<file path="src/rtl/pmem_rr_scheduler.sv">
// -----------------------------------------------------------------------------
// pmem_rr_scheduler
//   Shares one L2 line port between the icache miss path (port A) and the
//   dcache miss / write-back path (port B). The arbiter is round-robin. A grant
//   is held for the whole transaction. Every transaction is followed by one
//   IDLE cycle, so a requester that has just been served can drop its request
//   before arbitration runs again.
//
// Ports
//   clk, rst_n                  clock, asynchronous active-low reset
//   read_x, write_x             level requests from port x (x = a, b), held
//                               until resp_x
//   address_x, wdata_x          line address and write line from port x
//   resp_x, rdata_x             transaction done and read line back to port x
//   mem_read, mem_write         registered command to L2
//   mem_address, mem_wdata      registered address and write line to L2
//   mem_resp, mem_rdata         L2 done and read line
//   clr_counts                  synchronous clear of both grant counters
//   grant_count_a/b             completed transactions per port, saturating
// -----------------------------------------------------------------------------
module pmem_rr_scheduler #(
   parameter int ADDR_W = 16,
   parameter int LINE_W = 128,
   parameter int CNT_W  = 16
) (
   input  logic              clk,
   input  logic              rst_n,
   input  logic              read_a,
   input  logic              write_a,
   input  logic [ADDR_W-1:0] address_a,
   input  logic [LINE_W-1:0] wdata_a,
   output logic              resp_a,
   output logic [LINE_W-1:0] rdata_a,
   input  logic              read_b,
   input  logic              write_b,
   input  logic [ADDR_W-1:0] address_b,
   input  logic [LINE_W-1:0] wdata_b,
   output logic              resp_b,
   output logic [LINE_W-1:0] rdata_b,
   output logic              mem_read,
   output logic              mem_write,
   output logic [ADDR_W-1:0] mem_address,
   output logic [LINE_W-1:0] mem_wdata,
   input  logic              mem_resp,
   input  logic [LINE_W-1:0] mem_rdata,
   input  logic              clr_counts,
   output logic [CNT_W-1:0]  grant_count_a,
   output logic [CNT_W-1:0]  grant_count_b
);

   typedef enum logic [1:0] {IDLE, SERVE_A, SERVE_B} state_t;

   typedef struct packed {
      logic              rd;
      logic              wr;
      logic [ADDR_W-1:0] addr;
      logic [LINE_W-1:0] wdata;
   } req_t;

   state_t state;
   logic   last_b;            // 1: port B held the most recent grant
   req_t   req_a_s, req_b_s, win;
   logic   req_a_any, req_b_any;
   logic   grant_a, grant_b;
   logic   done_a, done_b;

   assign req_a_s   = '{rd: read_a, wr: write_a, addr: address_a, wdata: wdata_a};
   assign req_b_s   = '{rd: read_b, wr: write_b, addr: address_b, wdata: wdata_b};
   assign req_a_any = read_a | write_a;
   assign req_b_any = read_b | write_b;

   // Arbitration only looks at requests while IDLE. On a tie the port that
   // did not win last time takes the grant, so continuous requesters alternate.
   always_comb begin
      grant_a = 1'b0;
      grant_b = 1'b0;
      if (state == IDLE) begin
         if (req_a_any && (!req_b_any || last_b))
            grant_a = 1'b1;
         else if (req_b_any)
            grant_b = 1'b1;
      end
   end

   assign win = grant_b ? req_b_s : req_a_s;

   // The response is steered only to the port that owns the grant. Read data
   // goes to both ports unqualified; resp marks the valid beat.
   assign done_a  = (state == SERVE_A) && mem_resp;
   assign done_b  = (state == SERVE_B) && mem_resp;
   assign resp_a  = done_a;
   assign resp_b  = done_b;
   assign rdata_a = mem_rdata;
   assign rdata_b = mem_rdata;

   always_ff @(posedge clk or negedge rst_n) begin
      if (!rst_n) begin
         state       <= IDLE;
         last_b      <= 1'b1;
         mem_read    <= 1'b0;
         mem_write   <= 1'b0;
         mem_address <= '0;
         mem_wdata   <= '0;
      end else begin
         case (state)
            IDLE: begin
               if (grant_a || grant_b) begin
                  mem_address <= win.addr;
                  mem_wdata   <= win.wdata;
                  // If a port raises read and write together, the write is issued.
                  mem_write   <= win.wr;
                  mem_read    <= win.rd & ~win.wr;
                  last_b      <= grant_b;
                  state       <= grant_b ? SERVE_B : SERVE_A;
               end
            end
            SERVE_A, SERVE_B: begin
               // Address and write data are left as they are, only the command drops.
               if (mem_resp) begin
                  mem_read  <= 1'b0;
                  mem_write <= 1'b0;
                  state     <= IDLE;
               end
            end
            default: state <= IDLE;
         endcase
      end
   end

   // Clear wins over an increment in the same cycle.
   always_ff @(posedge clk or negedge rst_n) begin
      if (!rst_n) begin
         grant_count_a <= '0;
         grant_count_b <= '0;
      end else if (clr_counts) begin
         grant_count_a <= '0;
         grant_count_b <= '0;
      end else begin
         if (done_a && !(&grant_count_a))
            grant_count_a <= grant_count_a + CNT_W'(1);
         if (done_b && !(&grant_count_b))
            grant_count_b <= grant_count_b + CNT_W'(1);
      end
   end

endmodule

</file>
<file path="config.mk">
export PLATFORM = sky130hd
export DESIGN_NAME = pmem_rr_scheduler
export DESIGN_NICKNAME = d
export VERILOG_FILES = /design/src/rtl/pmem_rr_scheduler.sv
export SDC_FILE = /design/constraint.sdc
export NUM_CORES = 1
export LEC_CHECK = 0
export CAP_MARGIN = 0
export CORE_AREA = 2 2 337 339
export DETAILED_ROUTE_END_ITERATION = 12
export DIE_AREA = 0 0 339 341
export GPL_TIMING_DRIVEN = 0
export PLACE_DENSITY = 0.3
export SKIP_LAST_GASP = 1
export SLEW_MARGIN = 15
export SYNTH_ARGS = -nofsm -noshare
export SYNTH_HDL_FRONTEND = slang
export SYNTH_SLANG_ARGS = --single-unit
</file>
<file path="constraint.sdc">
create_clock -name clk -period 5.4 [get_ports clk]
set_input_delay 0.81 -clock clk [delete_from_list [all_inputs] [get_ports clk]]
set_output_delay 0.81 -clock clk [all_outputs]
set_load 0.02 [all_outputs]
</file>
==> results.tsv, run 1 <==
metric	value	unit
status	completed	
worst_pin_slew	1.13	ns
ctsLongestPathBuffers	2	
cts-htree-levels	4	
start_util	0.0945	
multi_input_area	0.00383	mm^2
synth.avg_cell_area	9.55	um^2
synth_cell_types	52	
maxCapViolations	0	
place.gp.congestion	0.765	
regArea	0.00453	mm^2
synth_edf_count	0	
fp.dieW	339	um
ys.warnings.count	0	
cts_setup_buffers	0	
post-route-drc-count	0	
dp_hpwl	48500	um
grt_util_met2	0.180	
skew	0.0205	ns
ys.flop_type	dfrtp_1	
finalSetupViolations	0	
fmax	299	MHz
rows	123	
maxSlewHeadroom	0.248	
power_density	411	mW/mm^2
worstPathMaxFanout	10	
design.portCount	860	
antenna_cells	0	
drt_iter0_drc	236	
min_path_type	in -> async	
design_area	0.0204	mm^2
path_class	in -> out	
synthTopCellsByCount	buf_4 (256), dfrtp_1 (180), nand2_1 (158), o21ai_0 (152), mux2i_1 (147)	
grtUsageMet3	0.0395	
worst_setup_path_start_kind	primary input	
syn_nets	1536	
yosysTopAreaCellShare	0.426	
busiest_layer	met2	
syn_to_final_growth	93.3	%
worst_ep_arrival_time	2.53	ns
routed_wl	58400	um
die_area	0.116	mm^2
grt_util_all_layers	0.0980	
end_kind	primary output	
setup_slack	2.06	ns
async_reset_ff_frac	1.00	
min_period	3.34	ns
numCtsBuffers	17	
grt_pass1_wl	81400	um
clock_latency	0.52	ns
nFillCells	12494	
clock-root-buffer	clkbuf_16	
r2r_start	state[0]	
synthTopCellsByArea	dfrtp_1 (43%), buf_4 (18%), mux2i_1 (14%)	
antenna_found_initial	5	
worstRegToRegCells	8	
ant_nets	0	
portBuffers	731	
viasPerCell	3.11	
drv_slew	0	
drive_gt1_frac	0.185	
cts.sinks	181	
cts_hold_buf	0	
yosys_register_bits	181	
final_net_count	2289	
grt_max_degree	83	
post-synth-top-count-cell	buf_4	
synth_area_leader_cell	dfrtp_1	
r2r_slack	2.73	ns
rsz0062_at_grt	no	
crit_required	4.59	ns
whs	0.113	ns
cellLeakagePower	8.71	nW
gr-total-overflow	0	
timing.final.crit_share	0.619	
clk_pin_slew_worst_paths	0.08	ns
first_global_vias	11225	
netlist_instances	1107	
postCtsResizedCells	0	
postPlaceCellArea	0.0199	mm^2
ys_seq_area_frac	0.429	
core	0.112	mm^2
drt_pass1_iterations	4	
reg2reg_to	mem_wdata[69]	
cts_tree	yes	
ir_drop	0.000183	V
dp_slack	1.51	ns
use_met1	0.103	
avgRoutedWirePerCell	17.3	um
chipHeight	341	um
hold_violations	0	
vias	10489	
synth_area	0.0106	mm^2
==> sequential cells by signal (all words and copies together), names as in the netlist <==
name and cells:
mem_read 1, mem_address 16, last_b 1, state 2, mem_wdata 128, grant_count_b 16, grant_count_a 16, mem_write 1
==> layout by cell type (no fill, tap or decap), types with 3 or more instances in the layout <==
master	Yosys	layout
clkdlybuf4s50_1	0	730
buf_4	256	256
dfrtp_1	180	180
nand2_1	158	158
o21ai_0	152	152
mux2i_1	147	147
buf_2	31	31
nor2_1	21	21
clkbuf_1	21	20
a21oi_1	19	19
clkbuf_16	0	17
inv_1	13	13
nor3_1	11	11
nand4_1	9	9
nor4_1	8	8
nor2b_1	8	8
nand3_1	7	7
or3_1	5	5
ha_1	5	5
clkinvlp_4	0	5
o31ai_1	4	4
mux2_2	4	4
and4_1	3	3
o41ai_1	3	3
inv_8	0	3
inv_6	0	3
buf_16	0	3
==> worst max-delay path by stage <==
stage | slack (ns) | startpoint | to | cells past startpoint
after CTS | 2.06 | mem_resp | resp_a | 4
after detailed placement | 1.51 | write_a | mem_wdata[65] | 6
after global placement | -5.83 | rst_n | mem_wdata[61] | 1
final | 2.06 | mem_resp | resp_a | 4
after global routing | 1.90 | write_a | mem_wdata[62] | 6
after floorplan | 3.34 | mem_resp | grant_count_b[11] | 6
==> worst max-delay path: stages <==
cell and delay [ns]:
clkdlybuf4s50_1 0.59, nand2_1 0.28, inv_1 0.20, clkdlybuf4s50_1 0.65
==> per-stage QoR <==
| step | TNS [ns] | utilization | power [mW] | std cells |
|---|---|---|---|---|
| 6_report | 0 | 0.183 | 8.41 | 3373 |
| 2_1_floorplan | 0 | - | 4.55 | 1107 |
| 3_5_place_dp | 0 | 0.177 | 7.28 | 3341 |
| 5_1_grt | 0 | 0.183 | 9.07 | 3373 |
| 3_3_place_gp | -1043.52 | 0.177 | 7.24 | 3338 |
| 4_1_cts | 0 | 0.183 | 8.75 | 3373 |
==> metal layers <==
layer | wire (um) | vias to the layer above
li1 | - | 5043
met1 | 21800 | 4937
met2 | 30800 | 475
met3 | 5060 | 32
met4 | 790 | 2
met5 | 16 | -
==> cells by family after synthesis <==
logic type,share of synthesized area
adders and majority gates,0.00592
buffers and inverters,0.209
AOI/OAI and AO/OA,0.104
muxes,0.143
DFF,0.429
and+or+nand+nor,0.109
==> where the power goes <==
group          internal (mW)  switching, mW  leakage, nW
Combinational           2.05           2.75         6.18
Clock                  0.660          0.697        0.271
Sequential              1.93          0.312         2.26
Total                   4.65           3.76         8.71
==> cell type report <==
type                    instances  share of cell area
repair buffers                734               0.362
clock inverters                14             0.00692
plain buffers                 310               0.106
flip-flops and latches        181               0.222
inverters                      13             0.00239
multi-input cells             603               0.187
well taps                    1500              0.0918
clock buffers                  18              0.0215
Power figures use the tool's default switching activity.
==> inputs of run 2 (changes only) <==
--- a/config.mk
+++ b/config.mk
@@ -6,9 +6,9 @@
 export NUM_CORES = 1
 export LEC_CHECK = 0
 export CAP_MARGIN = 0
-export CORE_AREA = 2 2 337 339
+export CORE_AREA = 2 2 336 338
 export DETAILED_ROUTE_END_ITERATION = 12
-export DIE_AREA = 0 0 339 341
+export DIE_AREA = 0 0 338 340
 export GPL_TIMING_DRIVEN = 0
 export PLACE_DENSITY = 0.3
 export SKIP_LAST_GASP = 1
==> constraint.sdc (replaced) <==
create_clock -name clk -period 3.2 [get_ports clk]
set_input_delay 0.48 -clock clk [delete_from_list [all_inputs] [get_ports clk]]
set_output_delay 0.48 -clock clk [all_outputs]
set_load 0.02 [all_outputs]
==> results.tsv, run 2 (synthesis results as in run 1) <==
metric	value	unit	change
status	completed		
rsz0062_at_grt	no		
switchingPower	6.36	mW	+69%
final_net_count	2290		+0.044%
syn_to_final_growth	94.2	%	
routed-wl-met2	30200	um	-1.9%
end_kind	flop		
start_util	0.0947		+0.000261
viasPerCell	3.11		+0.16%
min_path_type	in -> async		
worstPathMaxFanout	10		unchanged
clock_latency	0.51	ns	about the same
seq_power_share	0.262		-0.005
dr.max_layer_used	met5		
worstRegToRegCells	8		unchanged
portBuffers	731		unchanged
finalSetupViolations	0		unchanged
largest_reg_flops	128		unchanged
rows	123		unchanged
post-route-drc-count	0		unchanged
nFillCells	12378		-0.93%
dp_hpwl	49100	um	+1.2%
setup_slack	0.352	ns	-1.71 ns
hold_violations	0		unchanged
drive_gt1_frac	0.185		unchanged
dp_cells	3341		unchanged
antenna_found_initial	8		+3
r2r_slack	0.35	ns	-2.38 ns
skew	0.0165	ns	-0.00393 ns
layout_common_cells	clkdlybuf4s50_1 (730), buf_4 (256), dfrtp_1 (180)		
cts.sinks	181		unchanged
design.portCount	860		unchanged
top_register	mem_wdata		
wl_met1	21900	um	+0.82%
min_period	2.85	ns	
swShare	0.440		-0.00745
core	0.112	mm^2	-0.28%
internal_power	8.10	mW	+74%
grt_max_degree	85		+2.4%
cts-htree-levels	4		unchanged
worst_ep_arrival_time	3.20	ns	+0.67 ns
fp.dieW	338	um	-0.29%
gr-total-overflow	0		unchanged
grt_pass1_wl	81100	um	-0.43%
drt_pass1_iterations	4		unchanged
mostFrequentLayoutCell	clkdlybuf4s50_1		
drv_slew	0		unchanged
ctsLongestPathBuffers	2		unchanged
vias	10531		+0.40%
pwr-share-clk	0.171		+0.010
maxSlewHeadroom	0.343		+0.0951
timing.final.crit_share	0.890		
power_frac_comb	0.567		-0.005
finalNonFillerCells	3381		+0.24%
clock-root-buffer	clkbuf_16		
cellLeakagePower	8.75	nW	+0.52%
crit_required	3.55	ns	-1.04 ns
grt_util_all_layers	0.100		+0.00199
place.gp.congestion	0.733		-4.2%
design_area	0.0205	mm^2	+0.48%
ir_drop	0.000354	V	+94%
postPlaceCellArea	0.0199	mm^2	about the same
whs	0.420	ns	+0.307 ns
power_density	704	mW/mm^2	+71%
avgRoutedWirePerCell	17.4	um	+0.38%
first_global_vias	11142		-0.74%
drt_iter0_drc	350		+48%
r2r_start	state[0]		
die_area	0.115	mm^2	-0.59%
met3_length	5580	um	+10%
routed_wl	58800	um	+0.62%
clk_pin_slew_worst_paths	0.08	ns	about the same
cts_tree	yes		
maxCapViolations	0		unchanged
worst_setup_path_start_kind	flop		
chipHeight	340	um	-0.29%
fmax	351	MHz	
dp_slack	-0.489	ns	-2.00 ns
path_class	reg -> reg		
ant_nets	0		unchanged
numCtsBuffers	17		unchanged
worst_pin_slew	0.986	ns	-0.143 ns
reg2reg_to	mem_wdata[87]		
run 2: layout make-up:
type | instances | area (um^2) | area share
inverter | 13 | 48.8 | 0.00238
sequential | 181 | 4530 | 0.221
antenna | 8 | 20.0 | 0.000975
tap | 1500 | 1880 | 0.0914
multi-input combinational | 603 | 3830 | 0.187
clock buffer | 20 | 457 | 0.0222
buffer | 310 | 2170 | 0.106
timing repair buffer | 735 | 7410 | 0.361
clock inverter | 11 | 185 | 0.00902
run 2: stage by stage:
stage / utilization / setup TNS [ns] / total power [mW]
global placement: 0.177 / -1427.43 / 12.3
finish: 0.184 / 0 / 14.5
detailed placement: 0.178 / -9.19 / 12.4
floorplan: - / 0 / 7.67
global route: 0.184 / 0 / 15.6
CTS: 0.184 / 0 / 15.0
run 2: what timing repair did:
item | 4_1_cts | 5_1_grt
cloned | 0 | 0
endpoints found under the hold margin | 26 | 0
resized for setup | 1 | 1
endpoints found under the setup margin | 1 | 1
buffers inserted | 0 | 0
hold buffers | 1 | 0
run 2: power groups by stage:
stage	Combinational (mW)	Sequential (mW)	Clock, mW
after global routing	8.97	3.91	2.71
after detailed placement	8.55	3.82	0
after global placement	8.50	3.81	0
after CTS	8.57	3.80	2.67
after floorplan	2.76	4.92	0
final	8.20	3.78	2.48
run 2: worst max-delay path by stage:
| stage | from | to | slack (ns) |
|---|---|---|---|
| global route | write_b | mem_wdata[63] | 0.07 |
| finish | state[0] | mem_wdata[87] | 0.35 |
| detailed placement | write_b | mem_wdata[87] | -0.49 |
| CTS | state[0] | mem_wdata[87] | 0.07 |
| global placement | rst_n | mem_wdata[64] | -7.59 |
| floorplan | grant_count_a[0] | grant_count_a[6] | 1.28 |
run 2: layer usage:
| layer | vias to the layer above | track usage |
|---|---|---|
| li1 | 5045 | - |
| met1 | 4969 | 0.108 |
| met3 | 46 | 0.0399 |
| met2 | 465 | 0.177 |
| met4 | 6 | 0.0300 |
| met5 | - | 0 |
run 2: worst max-delay path: stages (launching register included):
cell,delay [ns]
dfrtp_1,0.36
inv_1,0.08
ha_1,0.26
o21a_1,0.14
nand2_1,0.10
buf_2,0.47
clkbuf_4,0.49
mux2i_2,0.60
o21ai_0,0.15
==> inputs of run 3 (changes only) <==
--- a/config.mk
+++ b/config.mk
@@ -6,11 +6,13 @@
 export NUM_CORES = 1
 export LEC_CHECK = 0
 export CAP_MARGIN = 0
-export CORE_AREA = 2 2 336 338
+export CELL_PAD_IN_SITES_DETAIL_PLACEMENT = 1
+export CELL_PAD_IN_SITES_GLOBAL_PLACEMENT = 2
+export CORE_AREA = 2 2 339 341
 export DETAILED_ROUTE_END_ITERATION = 12
-export DIE_AREA = 0 0 338 340
+export DIE_AREA = 0 0 341 343
 export GPL_TIMING_DRIVEN = 0
-export PLACE_DENSITY = 0.3
+export PLACE_DENSITY = 0.47
 export SKIP_LAST_GASP = 1
 export SLEW_MARGIN = 15
 export SYNTH_ARGS = -nofsm -noshare
==> results.tsv, run 3 (synthesis results as in run 1) <==
metric	value	unit	change
min_path_type	in -> async		
grt_pass1_wl	84400	um	+4.1%
chipHeight	343	um	+0.88%
portBuffers	731		unchanged
routed_wl	61100	um	+4.0%
worst_pin_slew	1.07	ns	+0.0861 ns
first_global_vias	11603		+4.1%
worstRegToRegCells	8		unchanged
drive_gt1_frac	0.185		about the same
drt_iter0_drc	255		-27%
r2r_start	state[0]		
power_density	698	mW/mm^2	-0.91%
cts_tree	yes		
slowest_stage	clkbuf_1		
min_period	2.89	ns	+0.0438 ns
path_class	in -> reg		
r2r_slack	0.40	ns	+0.05 ns
finalSetupViolations	0		unchanged
timing.final.crit_share	0.904		+0.0137
dp_hpwl	50700	um	+3.3%
grt_max_degree	85		unchanged
cts_setup_buffers	0		unchanged
layout_common_cells	clkdlybuf4s50_1 (730), buf_4 (257), dfrtp_1 (180)		
post-route-drc-count	0		unchanged
slowest_delay	0.84	ns	+0.24 ns
status	completed		
post-route-util	0.181		-0.00348
crit_required	3.54	ns	about the same
maxSlewHeadroom	0.285		-0.0574
nFillCells	13230		+6.9%
hold_violations	0		unchanged
worst_setup_path_start_kind	primary input		
ctsLongestPathBuffers	2		unchanged
end_kind	flop		
viasPerCell	3.16		+1.4%
avgRoutedWirePerCell	18.0	um	+3.7%
die_area	0.117	mm^2	+1.8%
grt_util_all_layers	0.101		+0.000942
largest_reg_flops	128		unchanged
clk_pin_slew_worst_paths	0.08	ns	about the same
cts.sinks	181		unchanged
worst_ep_arrival_time	3.23	ns	+0.03 ns
cellLeakagePower	8.72	nW	-0.31%
clock_latency	0.52	ns	about the same
final_net_count	2290		unchanged
regArea	0.00453	mm^2	unchanged
cp_cell_sequence	clkdlybuf4s50_1 -> nor4_1 -> nand2b_1 -> buf_2 -> clkbuf_1 -> o21ai_0		
critPathLaunch	write_a		
syn_to_final_growth	93.7	%	
tns	0	ns	unchanged
reg2reg_to	mem_wdata[60]		
core	0.113	mm^2	+1.6%
clock-root-buffer	clkbuf_16		
top_register	mem_wdata		
worstPathMaxFanout	10		unchanged
start_util	0.0932		-0.00154
ant_nets	0		unchanged
fp.dieW	341	um	+0.89%
antenna_found_initial	8		unchanged
design.portCount	860		unchanged
fmax	346	MHz	-1.5%
numCtsBuffers	17		unchanged
ir_drop	0.000424	V	+20%
endpoint	mem_wdata[85]		
drt_pass1_iterations	4		unchanged
rows	124		+0.81%
rsz0062_at_grt	no		
vias	10709		+1.7%
gr-total-overflow	0		unchanged
cts-htree-levels	4		unchanged
skew	0.0137	ns	-0.00285 ns
drv_slew	0		unchanged
maxCapViolations	0		unchanged
place.gp.congestion	0.739		+0.76%
multi_input_area	0.00383	mm^2	about the same
mostFrequentLayoutCell	clkdlybuf4s50_1		
## run 3: routing by layer
metal / wire length, um / GRT usage / vias to the layer above
li1: - / - / 5041
met1: 24800 / 0.117 / 5215
met2: 31100 / 0.177 / 421
met3: 4580 / 0.0371 / 28
met4: 579 / 0.0206 / 4
met5: 27 / 0 / -
## run 3: power breakdown
part / total [mW] / internal (mW) / switching, mW
Sequential: 3.81 / 3.26 / 0.551
Clock: 2.26 / 1.05 / 1.20
Combinational: 8.22 / 3.47 / 4.75
## run 3: worst min-delay path by stage
stage | start | endpoint | slack, ns
after global placement | mem_wdata[83] | mem_wdata[83] | 0.46
final | rst_n | mem_wdata[58] | 0.42
after detailed placement | rst_n | mem_wdata[58] | 0.34
after CTS | rst_n | mem_wdata[58] | 0.35
after floorplan | rst_n | grant_count_a[0] | 0.18
after global routing | rst_n | mem_wdata[58] | 0.39
## run 3: area by class of cell
cell class	count	share of cell area
timing repair buffer	735	0.362
sequential	181	0.221
multi-input combinational	603	0.187
buffer	310	0.106
tap	1512	0.0924
clock buffer	18	0.0214
clock inverter	14	0.00678
inverter	13	0.00238
antenna	6	0.000733
## run 3: timing repair
action | CTS | global route
endpoints found under the setup margin | 1 | 1
hold buffers | 1 | 0
gates resized for setup | 1 | 1
endpoints found under the hold margin | 17 | 0
## run 3: worst max-delay path, delay by kind of cell
family / cells / cell delay, ns
AOI/OAI and AO/OA: 1 / 0.23
buffers and inverters: 3 / 1.73
and+or+nand+nor: 2 / 0.77
## run 3: metrics by stage
step	instance area (um^2)	setup WS, ns	power (mW)	hold WS (ns)	instances
global placement	19800	-7.84	12.3	0.462	3350
finish	20500	0.308	14.3	0.418	3392
floorplan	10600	1.28	7.67	0.184	1107
CTS	20500	0.0530	14.9	0.349	3386
detailed placement	19900	-0.356	12.4	0.341	3353
global route	20500	0.0960	15.4	0.387	3386
